File: src/rtl/weight_fifo_loader.sv
// rtl/weight_fifo_loader.sv - weight SRAM to weight FIFO row loader (optional macro: WEIGHT_LOADER_ZERO_PAD_EN)
module weight_fifo_loader #(
   parameter int DATA_WIDTH  = 8,
   parameter int FIFO_INPUTS = 4,
   parameter int FIFO_DEPTH  = 4,
   parameter int ADDR_WIDTH  = 8
) (
   input  logic                              clk,
   input  logic                              reset,
   input  logic                              start,
   input  logic [ADDR_WIDTH-1:0]             base_addr,
   input  logic [FIFO_INPUTS-1:0]            col_mask,
   input  logic                              stall,
   output logic                              mem_rd_en,
   output logic [ADDR_WIDTH-1:0]             mem_addr,
   input  logic [DATA_WIDTH*FIFO_INPUTS-1:0] mem_rd_data,
   output logic [FIFO_INPUTS-1:0]            fifo_en,
   output logic [DATA_WIDTH*FIFO_INPUTS-1:0] fifo_weight,
   output logic                              busy,
   output logic                              done
);

   localparam int CW = $clog2(FIFO_DEPTH + 1);

   typedef enum logic [1:0] {IDLE, LOAD, DRAIN, DONE} state_t;

   state_t                            state;
   logic [ADDR_WIDTH-1:0]             base_r;
   logic [ADDR_WIDTH-1:0]             addr_hold;
   logic [FIFO_INPUTS-1:0]            mask_r;
   logic [CW-1:0]                     issue_cnt;
   logic [CW-1:0]                     push_cnt;
   logic                              rd_v1;
   logic                              issue;
   logic [ADDR_WIDTH-1:0]             issue_addr;
   logic [FIFO_INPUTS-1:0]            push_en;
   logic [DATA_WIDTH*FIFO_INPUTS-1:0] push_data;

   // Stall must suppress the read in the same cycle, so the strobe is decoded from state
   assign issue      = (state == LOAD) && !stall;
   assign issue_addr = base_r + ADDR_WIDTH'(issue_cnt);
   assign mem_rd_en  = issue;
   assign mem_addr   = issue ? issue_addr : addr_hold;
   assign busy       = (state != IDLE);
   assign done       = (state == DONE);

   // Column enables and data presented to the FIFO for the row arriving from memory
   always_comb begin
      push_en   = '0;
      push_data = '0;
`ifdef WEIGHT_LOADER_ZERO_PAD_EN
      push_en = '1;
      for (int c = 0; c < FIFO_INPUTS; c++) begin
         push_data[c*DATA_WIDTH +: DATA_WIDTH] =
            mask_r[c] ? mem_rd_data[c*DATA_WIDTH +: DATA_WIDTH] : '0;
      end
`else
      push_en   = mask_r;
      push_data = mem_rd_data;
`endif
   end

   // Control FSM: capture request, issue FIFO_DEPTH reads, wait for the last push, pulse done
   always_ff @(posedge clk or posedge reset) begin
      if (reset) begin
         state     <= IDLE;
         base_r    <= '0;
         mask_r    <= '0;
         addr_hold <= '0;
         issue_cnt <= '0;
      end else begin
         case (state)
            IDLE: begin
               if (start) begin
                  base_r    <= base_addr;
                  mask_r    <= col_mask;
                  issue_cnt <= '0;
                  state     <= LOAD;
               end
            end
            LOAD: begin
               if (!stall) begin
                  addr_hold <= issue_addr;
                  issue_cnt <= issue_cnt + 1'b1;
                  if (issue_cnt == CW'(FIFO_DEPTH - 1)) state <= DRAIN;
               end
            end
            DRAIN: begin
               if (push_cnt == CW'(FIFO_DEPTH)) state <= DONE;
            end
            default: state <= IDLE;
         endcase
      end
   end

   // Push pipeline: a read issued in cycle t is pushed in t+2, independent of stall
   always_ff @(posedge clk or posedge reset) begin
      if (reset) begin
         rd_v1       <= 1'b0;
         fifo_en     <= '0;
         fifo_weight <= '0;
         push_cnt    <= '0;
      end else begin
         rd_v1   <= issue;
         fifo_en <= rd_v1 ? push_en : '0;
         if (rd_v1) begin
            fifo_weight <= push_data;
            push_cnt    <= push_cnt + 1'b1;
         end else if (state == DONE) begin
            push_cnt <= '0;
         end
      end
   end

endmodule

File: config.mk
export PLATFORM = sky130hd
export DESIGN_NAME = weight_fifo_loader
export DESIGN_NICKNAME = d
export VERILOG_FILES = /design/src/rtl/weight_fifo_loader.sv
export SDC_FILE = /design/constraint.sdc
export NUM_CORES = 1
export LEC_CHECK = 0
export CAP_MARGIN = 20
export CORE_MARGIN = 1
export CORE_UTILIZATION = 29
export DETAILED_ROUTE_END_ITERATION = 10
export SLEW_MARGIN = 10
export SYNTH_ARGS = -nofsm -noshare
export SYNTH_HDL_FRONTEND = slang
export SYNTH_SLANG_ARGS = --single-unit
export TNS_END_PERCENT = 50
File: constraint.sdc
create_clock -name clk -period 2.2 [get_ports clk]
set_input_delay 0.44 -clock clk [delete_from_list [all_inputs] [get_ports clk]]
set_output_delay 0.44 -clock clk [all_outputs]
set_load 0.02 [all_outputs]
After elaboration in Yosys (flattened, before gate mapping) --
Index checks and enable logic that the tools add are counted.
Word-level totals: register bits after elaboration 65, input bits 48, output and inout port bits 47
Cells by class: add/sub/neg operators 3, eq/ne operators 9, muxes and demuxes 12, bitwise operators 1, reduce and logical (&&, ||, !) cells 10
Operators with widths (number):
- $mux W3 | 4
- $add A8 B3 Y8 | 1
- $mux W2 | 4
- $mux W8 | 1
- $add A3 B1 Y3 const B | 2
- $ne A2 B2 Y1 const B | 3
- $pmux W2 S3 | 1
- $pmux W3 S2 | 1
- $reduce_bool A2 Y1 | 3
- $eq A2 B2 Y1 const B | 2
- $mux W4 | 1
- $reduce_and A2 Y1 | 2
- $reduce_and A4 Y1 | 1
- $eq A3 B2 Y1 const B | 1
- $eq A3 B3 Y1 const B | 1
- $reduce_and A3 Y1 | 1
- $eq A2 B1 Y1 const B | 1
- $logic_not A2 Y1 | 1
- $ne A2 B1 Y1 const B | 1
- $logic_and A1 B1 Y1 | 1
- $logic_not A1 Y1 | 1
- $not A1 Y1 | 1

Longest topological paths before layout --
Gate-level depths: netlist of run 1.
word-level depth 4, mapped depth 6, depth with buffers taken out 6

Least setup slack after synthesis of run 1 --
Ideal clock, no wire load.
path type reg2out, start point register issue_cnt[0], end point output mem_addr[6], arrival time 1862 ps, data required time 1760 ps, setup slack -102 ps, cell stages (with the launch flop) 7, path buffers 0, path through dfrtp_1 ha_1 fa_1 a21o_1 nand4_1 xor2_1 o21ai_0
Between the ends: cells in the longest elaborated chain, start to end 2
RTL lines:
- start: declaration | line 31 | logic [CW-1:0] issue_cnt;
- start signal: assignment | line 84 | issue_cnt <= issue_cnt + 1'b1;
- $add A8 B3 Y8 | line 41 | assign issue_addr = base_r + ADDR_WIDTH'(issue_cnt);
- $mux W8 | line 43 | assign mem_addr = issue ? issue_addr : addr_hold;
- end: declaration | line 15 | output logic [ADDR_WIDTH-1:0] mem_addr,
No other way between the ends.

Worst setup path in the final report of run 1 --
start point register base_r[0], end point output mem_addr[4]
Between the ends: cells in the longest elaborated chain, start to end 2
RTL lines:
- start: declaration | line 28 | logic [ADDR_WIDTH-1:0] base_r;
- start signal: assignment | line 75 | base_r <= base_addr;
- $add A8 B3 Y8 | line 41
- $mux W8 | line 43
No other way between the ends.

==> results.sh, run 1 <==
export IMPL_fin_ws_ns=-0.2106
export IMPL_fin_util_pct=45.82
export IMPL_rrSetupSlack_ns=0.46
export IMPL_grt_pass1_vias=1914
export IMPL_fin_hold_ws_ns=0.4812
export IMPL_syn_to_final_growth_pct=53.68
export IMPL_fin_nets=375
export IMPL_slew_violations=0
export IMPL_setup_violations=7
export IMPL_critPathMaxFanout=2
export IMPL_grt_usage_pct=12.36
export IMPL_antenna_found_initial=0
export IMPL_synth_area_um2=2755
export IMPL_instances_no_fill=448
export IMPL_vias=1911
export IMPL_seq_area_um2=1627
export IMPL_worst_ep_arrival_time_ns=1.97
export IMPL_status="finished with violations"
export IMPL_grt_util_met2_pct=18.59
export IMPL_end_kind="primary output"
export IMPL_synth_edff_count=0
export IMPL_hold_depth=1
export IMPL_ys_flop_type="dfrtp_1"
export IMPL_worst_setup_path_start_kind="flip-flop"
export IMPL_fin_worst_skew_ns=0.009023
export IMPL_drc=0
export IMPL_grt_use_met1_pct=16.31
export IMPL_synth_cells=196
export IMPL_drive_gt1_share_pct=33.54
export IMPL_cts_inserted_buffers=9
export IMPL_grt_max_degree=66
export IMPL_num_rows=35
export IMPL_clk_pin_slew_ns=0.08
export IMPL_total_leakage_power_nw=1.843
export IMPL_die_h_um=99.47
export IMPL_ys_async_sr_fraction_pct=100.0
export IMPL_grt_pass1_wl_mm=9.349
export IMPL_clkLatencyLatePin_ns=0.34
export IMPL_fill_cells=870
export IMPL_place_area_um2=3979
export IMPL_root_buffer="clkbuf_8"
export IMPL_htree_levels=3
export IMPL_multi_input_area_um2=1119
export IMPL_tritoncts="done"
export IMPL_r2r_cells=6
export IMPL_syn_avg_cell_area_um2=14.06
export IMPL_use_met3_pct=4.708
export IMPL_port_buffer_count=94
export IMPL_place_congestion=0.7359
export IMPL_die_area_um2=9894
export IMPL_tightest_slew_ns=0.3464
export IMPL_hold_buffers=0
export IMPL_fin_crit_sh_pct=109.6
export IMPL_hold_path_endpoint="fifo_en[2]"
export IMPL_via_per_inst=4.266
export IMPL_ys_seq_area_share_pct=59.04
export IMPL_finalCriticalPeriod_ns=2.411
export IMPL_initial_core_util_pct=29.82
export IMPL_rsz0062_at_grt="true"
export IMPL_clkSinkCount=65
export IMPL_coreArea_um2=9240
export IMPL_yosysWarnings=0
export IMPL_n_antenna_cell=0
export IMPL_die_x_um=99.47
export IMPL_num_io_pins=95
export IMPL_min_from="mask_r[2]"
export IMPL_required_ns=1.76
export IMPL_violations="setup timing"
export IMPL_clk_path_buf_depth=2
export IMPL_timing_rr_end="base_r[0]"
export IMPL_worstSetupStartpoint="base_r[0]"
export IMPL_cap_violations=0
export IMPL_reg2reg_from="state[0]"
export IMPL_power_density_cell_area_nw_per_um2=1406
export IMPL_drt_pass1_iterations=4
export IMPL_max_freq_mhz=414.8
export IMPL_fin_setup_tns_ns=-0.8220
export IMPL_dpl_hpwl_mm=4.107
export IMPL_final_area_um2=4234
export IMPL_maxSlewHeadroom_pct=76.91
export IMPL_synth_cell_types=27
export IMPL_synth_fp_nets=257
export IMPL_drt_initial_drc_count=35
export IMPL_placedCellCount=431
export IMPL_top_usage_layer="met2"
export IMPL_crit_type="reg -> out"
export IMPL_hold_violations=0
export IMPL_routedWlPerCell_um=12.65
export IMPL_min_path_type="reg -> reg"
export IMPL_ys_seq_elements=65
export IMPL_peakVddDrop_v=0.0005509
export IMPL_wl_mm=5.669
export IMPL_ant_nets=0
export IMPL_grt_overflow=0
[where the power goes]
group | switching [mW] | internal [mW] | total, mW
clock network | 0.466 | 0.637 | 1.10
logic | 1.29 | 1.53 | 2.82
registers | 0.287 | 1.74 | 2.03
[kinds of logic after synthesis]
logic type / Yosys count / share of synthesized area, %
AO/OA/AOI/OAI: 21 / 5.268
AND/OR/NAND/NOR: 25 / 4.405
adder cells (fa/ha/maj): 13 / 6.176
buffers and inverters: 15 / 2.316
flip-flops: 65 / 59.04
XOR/XNOR: 7 / 2.225
multiplexers: 50 / 20.57
[worst max-delay path, cell delays in order, from the launching register on]
cell and delay, ns:
dfrtp_1 0.38, ha_2 0.21, fa_2 0.35, a21o_1 0.18, nand2_1 0.08, xor2_1 0.16, o21ai_1 0.10, buf_4 0.17
[per-layer routing]
metal / vias to the layer above / routed length (um)
li1: 913 / -
met1: 928 / 2646
met2: 64 / 2582
met3: 6 / 384
met4: 0 / 56
met5: - / 0
[placed cells by master (no fill, tap or decap), types with 2 or more instances in the layout]
cell type and n:
clkdlybuf4s50_1 84, dfrtp_1 65, mux2_2 47, buf_4 25, nand2_1 13, clkbuf_8 9, ha_1 8, inv_1 7
o21ai_1 6, xnor2_1 4, and2_1 4, a22o_1 4, xor2_1 3, a21oi_2 3, ha_2 3, a21o_1 2
nand4_1 2, nor2_1 2, o31ai_1 2, mux2_1 2, bufinv_16 2, clkinv_4 2, clkinv_2 2, buf_2 2
[timing repair]
action	4_1_cts	5_1_grt
setup buffers	0	1
gates resized for setup	57	6
gates cloned	0	0
endpoints found under the setup margin	10	9
pin swaps	6	8
[cells in the mapped netlist (2+ instances only)]
library cell	number	area share [%]
dfrtp_1	65	59
mux2_2	47	19
nand2_1	13	1.8
ha_1	12	5.4
inv_1	8	1.1
buf_2	6	1.1
o21ai_0	6	1.1
a22o_1	4	1.3
and2_1	4	0.91
xnor2_1	4	1.3
a21oi_1	3	0.54
xor2_1	3	0.95
a21o_1	2	0.54
mux2_1	2	0.82
nand2b_1	2	0.45
nand4_1	2	0.45
nor2_1	2	0.27
o31ai_1	2	0.54
[layout make-up]
class | count | area share, %
Timing Repair Buffer | 114 | 25.47
Clock buffer | 9 | 2.926
Tap cell | 129 | 3.812
Multi-Input combinational cell | 116 | 26.42
Sequential cell | 65 | 38.42
Inverter | 8 | 0.7092
Clock inverter | 7 | 2.246
[state kept, by name, summed over array words and instances, names as in the netlist]
signal       flops
state            2
rd_v1            1
base_r           8
fifo_en          4
issue_cnt        3
addr_hold        8
fifo_weight     32
mask_r           4
push_cnt         3
[how the worst max path moves through the flow]
stage,endpoint,slack [ns],cells past startpoint
after floorplan,mem_addr[4],-0.07,6
after global placement,mem_addr[4],-0.41,5
after detailed placement,mem_addr[4],-0.51,7
after CTS,mem_addr[4],-0.24,7
after global routing,mem_addr[4],-0.32,7
final,mem_addr[4],-0.21,7
[through the flow]
step	setup slack, ns	power, mW
3_3_place_gp	-0.4104	4.819
4_1_cts	-0.2360	5.985
3_5_place_dp	-0.5116	4.882
2_1_floorplan	-0.07310	3.570
5_1_grt	-0.3214	6.357
6_report	-0.2106	5.953
Note: power is estimated with default switching activity, not from simulation.
==> run 2: changes to the inputs <==
- CORE_UTILIZATION: 29 -> 45
- PLACE_DENSITY: default -> 0.8
==> run 2 against run 1 <==
Compared with the run above: the run still ends with setup timing left; utilization increased by 24 points; clock skew about the same; critical path depth unchanged; register-to-register slack about the same; clock-buffer cell count increased by 2; largest power group unchanged; cell area decreased by 2.8%; highest routed layer unchanged; sequential power about the same; die area decreased by 35%; global-route usage increased by 6.6 points; combinational power about the same; setup slack got worse by 0.012 ns; non-clock buffer count increased by 2.
==> results.sh, run 2 (synthesized netlist as in run 1, its figures left out) <==
export IMPL_status="finished with violations"
export IMPL_antenna_found_initial=0
export IMPL_grt_pass1_wl_mm=9.059
export IMPL_tightest_slew_ns=0.4900
export IMPL_place_congestion=0.7948
export IMPL_htree_levels=3
export IMPL_dpl_hpwl_mm=4.223
export IMPL_rrSetupSlack_ns=0.47
export IMPL_end_kind="primary output"
export IMPL_root_buffer="clkbuf_8"
export IMPL_num_rows=28
export IMPL_port_buffer_count=94
export IMPL_clk_path_buf_depth=2
export IMPL_min_path_type="in -> async"
export IMPL_fin_setup_tns_ns=-0.7780
export IMPL_tritoncts="done"
export IMPL_crit_end="mem_addr[6]"
export IMPL_slew_violations=0
export IMPL_grt_pass1_vias=1901
export IMPL_cts_inserted_buffers=9
export IMPL_die_area_um2=6439
export IMPL_max_freq_mhz=412.7
export IMPL_drc=0
export IMPL_fin_hold_ws_ns=0.4553
export IMPL_clkLatencyLatePin_ns=0.33
export IMPL_die_h_um=80.25
export IMPL_largest_register_ffs=32
export IMPL_setup_violations=7
export IMPL_r2r_cells=7
export IMPL_total_leakage_power_nw=1.826
export IMPL_violations="setup timing"
export IMPL_pre_cts_slack_ns=-0.5125
export IMPL_num_io_pins=95
export IMPL_grt_usage_pct=18.98
export IMPL_rsz0062_at_grt="true"
export IMPL_grt_max_degree=35
export IMPL_finalCriticalPeriod_ns=2.423
export IMPL_fin_worst_skew_ns=0.008799
export IMPL_reg2reg_from="state[0]"
export IMPL_die_x_um=80.25
export IMPL_hold_violations=0
export IMPL_top_register="fifo_weight"
export IMPL_via_per_inst=4.821
export IMPL_fin_util_pct=69.53
export IMPL_fin_ws_ns=-0.2230
export IMPL_clk_pin_slew_ns=0.07
export IMPL_cap_violations=0
export IMPL_critPathMaxFanout=2
export IMPL_ant_nets=0
export IMPL_drt_pass1_iterations=4
export IMPL_fin_nets=377
export IMPL_routedWlPerCell_um=14.38
export IMPL_vias=1909
export IMPL_wl_mm=5.695
export IMPL_syn_to_final_growth_pct=49.41
export IMPL_worstSetupStartpoint="base_r[0]"
export IMPL_coreArea_um2=5921
export IMPL_worst_setup_path_start_kind="flip-flop"
export IMPL_power_density_cell_area_nw_per_um2=1386
export IMPL_layout_common_cells="clkdlybuf4s50_1, dfrtp_1, mux2_2"
export IMPL_fin_crit_sh_pct=110.1
export IMPL_maxSlewHeadroom_pct=67.29
export IMPL_grt_overflow=0
export IMPL_mostFrequentLayoutCell="clkdlybuf4s50_1"
export IMPL_drive_gt1_share_pct=32.09
export IMPL_drt_initial_drc_count=60
export IMPL_crit_type="reg -> out"
export IMPL_largestRegisters="fifo_weight x32, addr_hold x8, base_r x8"
export IMPL_timing_rr_end="state[1]"
export IMPL_required_ns=1.76
export IMPL_clkSinkCount=65
export IMPL_n_antenna_cell=0
export IMPL_initial_core_util_pct=46.53
export IMPL_peakVddDrop_v=0.0007030
export IMPL_worst_ep_arrival_time_ns=1.98
## run 2: cell types whose count changed in the layout (fill, tap and decap cells not counted), sizes merged, moves of 2 or more
cell / delta
bufinv: -2
clkinvlp: +2
clkbuf: +3
clkinv: -2
## run 2: stage by stage
step / cells / power (mW) / instance area (um2)
detailed placement: 377 / 4.875 / 3924
floorplan: 196 / 3.570 / 2755
global placement: 377 / 4.777 / 3924
finish: 396 / 5.705 / 4116
global route: 396 / 6.070 / 4116
CTS: 394 / 5.730 / 4089
## run 2: report_power, final
group          total [mW]  switching, mW  internal [mW]
Combinational        2.80           1.27           1.53
Clock               0.847          0.442          0.405
Sequential           2.06          0.313           1.74
## run 2: area by class of cell
class / instances / area (um2)
Fill cell: 430 / 1804
Sequential cell: 65 / 1627
Timing Repair Buffer: 116 / 1104
Multi-Input combinational cell: 116 / 1099
Clock buffer: 11 / 131.4
Tap cell: 75 / 93.84
Clock inverter: 5 / 32.53
Inverter: 8 / 30.03
## run 2: worst max-delay path, stage by stage, from the launching register on
cell and delay (ns):
dfrtp_1 0.38, ha_2 0.20, fa_2 0.35, a21o_1 0.18
nand4_1 0.10, xor2_1 0.07, o21ai_1 0.19, buf_4 0.18
## run 2: how the worst min path moves through the flow
stage	start	to	cells past startpoint
after floorplan	mask_r[2]	fifo_en[2]	1
after global placement	mask_r[0]	fifo_en[0]	1
after detailed placement	mask_r[1]	fifo_en[1]	1
after CTS	reset	fifo_weight[27]	2
after global routing	mask_r[1]	fifo_en[1]	1
final	reset	fifo_weight[28]	2
## run 2: timing repair
| action | in CTS | in global routing |
|---|---|---|
| pin swaps | 5 | 2 |
| resized for setup | 52 | 5 |
| setup buffers | 1 | 2 |
| endpoints found under the hold margin | 0 | 0 |
| endpoints found under the setup margin | 10 | 8 |
| hold buffers | 0 | 0 |
## run 2: per-layer routing
layer  part of all wire (%)  routed length [um]  track usage (%)
met4                   0.67                  38            8.571
met3                    6.3                 359            4.659
met5                      0                   0                0
met1                     44                2518            24.03
met2                     49                2779            30.77
==> run 3: changes to the inputs <==
- clock period: 2.2 -> 2.4 ns (I/O delays scaled with it)
==> run 3 against run 2 <==
Compared with the run above: the flow still finishes with violations (setup timing); hold slack better by 0.029 ns; cell area down 1.3%; sequential cell count unchanged; register-to-register slack better by 0.21 ns; utilization down 0.93 points; clock-buffer cell count down 2.
==> results.sh, run 3 (synthesized netlist as in run 1, its figures left out) <==
export IMPL_power_mw=5.254
export IMPL_peakVddDrop_v=0.0006776
export IMPL_worst_setup_path_start_kind="flip-flop"
export IMPL_slew_violations=0
export IMPL_n_antenna_cell=0
export IMPL_setup_violations=2
export IMPL_critPathMaxFanout=2
export IMPL_vias=1908
export IMPL_grt_usage_pct=18.66
export IMPL_crit_buf_inv=1
export IMPL_seq_area_um2=1627
export IMPL_violations="setup timing"
export IMPL_num_rows=28
export IMPL_fin_nets=370
export IMPL_dpl_hpwl_mm=3.974
export IMPL_tightest_slew_ns=0.4880
export IMPL_htree_levels=3
export IMPL_die_x_um=80.25
export IMPL_fill_cells=419
export IMPL_clk_pin_slew_ns=0.07
export IMPL_wl_mm=5.488
export IMPL_power_density_cell_area_nw_per_um2=1294
export IMPL_rrSetupSlack_ns=0.68
export IMPL_timing_rr_end="addr_hold[6]"
export IMPL_mostFrequentLayoutCell="clkdlybuf4s50_1"
export IMPL_largestRegisters="fifo_weight x32, addr_hold x8, base_r x8"
export IMPL_drt_pass1_iterations=4
export IMPL_grt_pass1_vias=1861
export IMPL_top_register="fifo_weight"
export IMPL_r2r_cells=7
export IMPL_die_area_um2=6439
export IMPL_worstSetupStartpoint="issue_cnt[0]"
export IMPL_hold_violations=0
export IMPL_antenna_found_initial=0
export IMPL_path_delay_family="adder cells"
export IMPL_grt_max_degree=66
export IMPL_coreArea_um2=5921
export IMPL_drc=0
export IMPL_cap_violations=0
export IMPL_drt_initial_drc_count=64
export IMPL_required_ns=1.92
export IMPL_path_depth=7
export IMPL_hold_depth=1
export IMPL_cts_inserted_buffers=9
export IMPL_largest_register_ffs=32
export IMPL_drive_gt1_share_pct=29.62
export IMPL_clk_path_buf_depth=2
export IMPL_layout_common_cells="clkdlybuf4s50_1, dfrtp_1, mux2_2"
export IMPL_reg2reg_from="issue_cnt[0]"
export IMPL_grt_overflow=0
export IMPL_maxSlewHeadroom_pct=67.47
export IMPL_fin_crit_sh_pct=102.7
export IMPL_fin_setup_tns_ns=-0.1042
export IMPL_tritoncts="done"
export IMPL_total_leakage_power_nw=1.801
export IMPL_min_path_type="reg -> reg"
export IMPL_routedWlPerCell_um=14.11
export IMPL_port_buffer_count=94
export IMPL_worstPathCellList="ha_2 -> fa_2 -> a21o_1 -> nand4_1 -> xor2_1 -> o21ai_1 -> buf_4"
export IMPL_pre_cts_slack_ns=-0.3561
export IMPL_die_h_um=80.25
export IMPL_cpPeakStageDelay_ns=0.40
export IMPL_end_kind="primary output"
export IMPL_crit_type="reg -> out"
export IMPL_ant_nets=0
export IMPL_hold_path_endpoint="fifo_en[0]"
export IMPL_fin_worst_skew_ns=0.007742
export IMPL_fin_util_pct=68.60
export IMPL_num_io_pins=95
export IMPL_fin_ws_ns=-0.06571
export IMPL_syn_to_final_growth_pct=47.41
export IMPL_max_freq_mhz=405.6
export IMPL_place_congestion=0.7799
export IMPL_initial_core_util_pct=46.53
export IMPL_cpMaxStageDelayCell="dfrtp_1"
export IMPL_via_per_inst=4.905
export IMPL_root_buffer="clkbuf_8"
export IMPL_min_from="mask_r[0]"
export IMPL_status="finished with violations"
export IMPL_multi_input_area_um2=1074
export IMPL_grt_pass1_wl_mm=8.825
export IMPL_fin_hold_ws_ns=0.4840
export IMPL_hold_buffers=0
export IMPL_rsz0062_at_grt="true"
export IMPL_finalCriticalPeriod_ns=2.466
export IMPL_clkSinkCount=65
export IMPL_clkLatencyLatePin_ns=0.34
export IMPL_worst_ep_arrival_time_ns=1.99
run 3: how the worst max path moves through the flow:
stage	end
2_1_floorplan	mem_addr[6]
3_3_place_gp	mem_addr[4]
3_5_place_dp	mem_addr[6]
4_1_cts	mem_addr[6]
5_1_grt	mem_addr[4]
6_report	mem_addr[6]
run 3: cell type report:
| class | instances | area share [%] |
|---|---|---|
| Clock buffer | 9 | 3.050 |
| Inverter | 8 | 0.7394 |
| Multi-Input combinational cell | 116 | 26.43 |
| Sequential cell | 65 | 40.05 |
| Tap cell | 75 | 2.311 |
| Timing Repair Buffer | 109 | 25.66 |
| Clock inverter | 7 | 1.756 |
run 3: repair_timing:
action / 4_1_cts / 5_1_grt
pin swaps: 4 / 3
setup endpoints to repair: 9 / 7
resized for setup: 46 / 5
setup buffers: 0 / 2
run 3: stage by stage:
stage | instance area [um2] | instances
2_1_floorplan | 2755 | 196
3_3_place_gp | 3866 | 371
3_5_place_dp | 3866 | 371
4_1_cts | 4053 | 387
5_1_grt | 4061 | 389
6_report | 4061 | 389
run 3: routing by layer:
metal | part of all wire [%] | up-vias | routed length [um] | global-route usage (%)
met2 | 46 | 78 | 2541 | 29.15
li1 | - | 906 | - | -
met3 | 9.1 | 8 | 499 | 6.364
met4 | 1.1 | 0 | 63 | 8.929
met5 | 0 | - | 0 | 0
met1 | 43 | 916 | 2382 | 23.17
run 3: power breakdown:
group / internal, mW / switching, mW / leakage [nW]
Combinational: 1.34 / 1.14 / 0.918
Sequential: 1.60 / 0.270 / 0.791
Clock: 0.477 / 0.429 / 0.0912
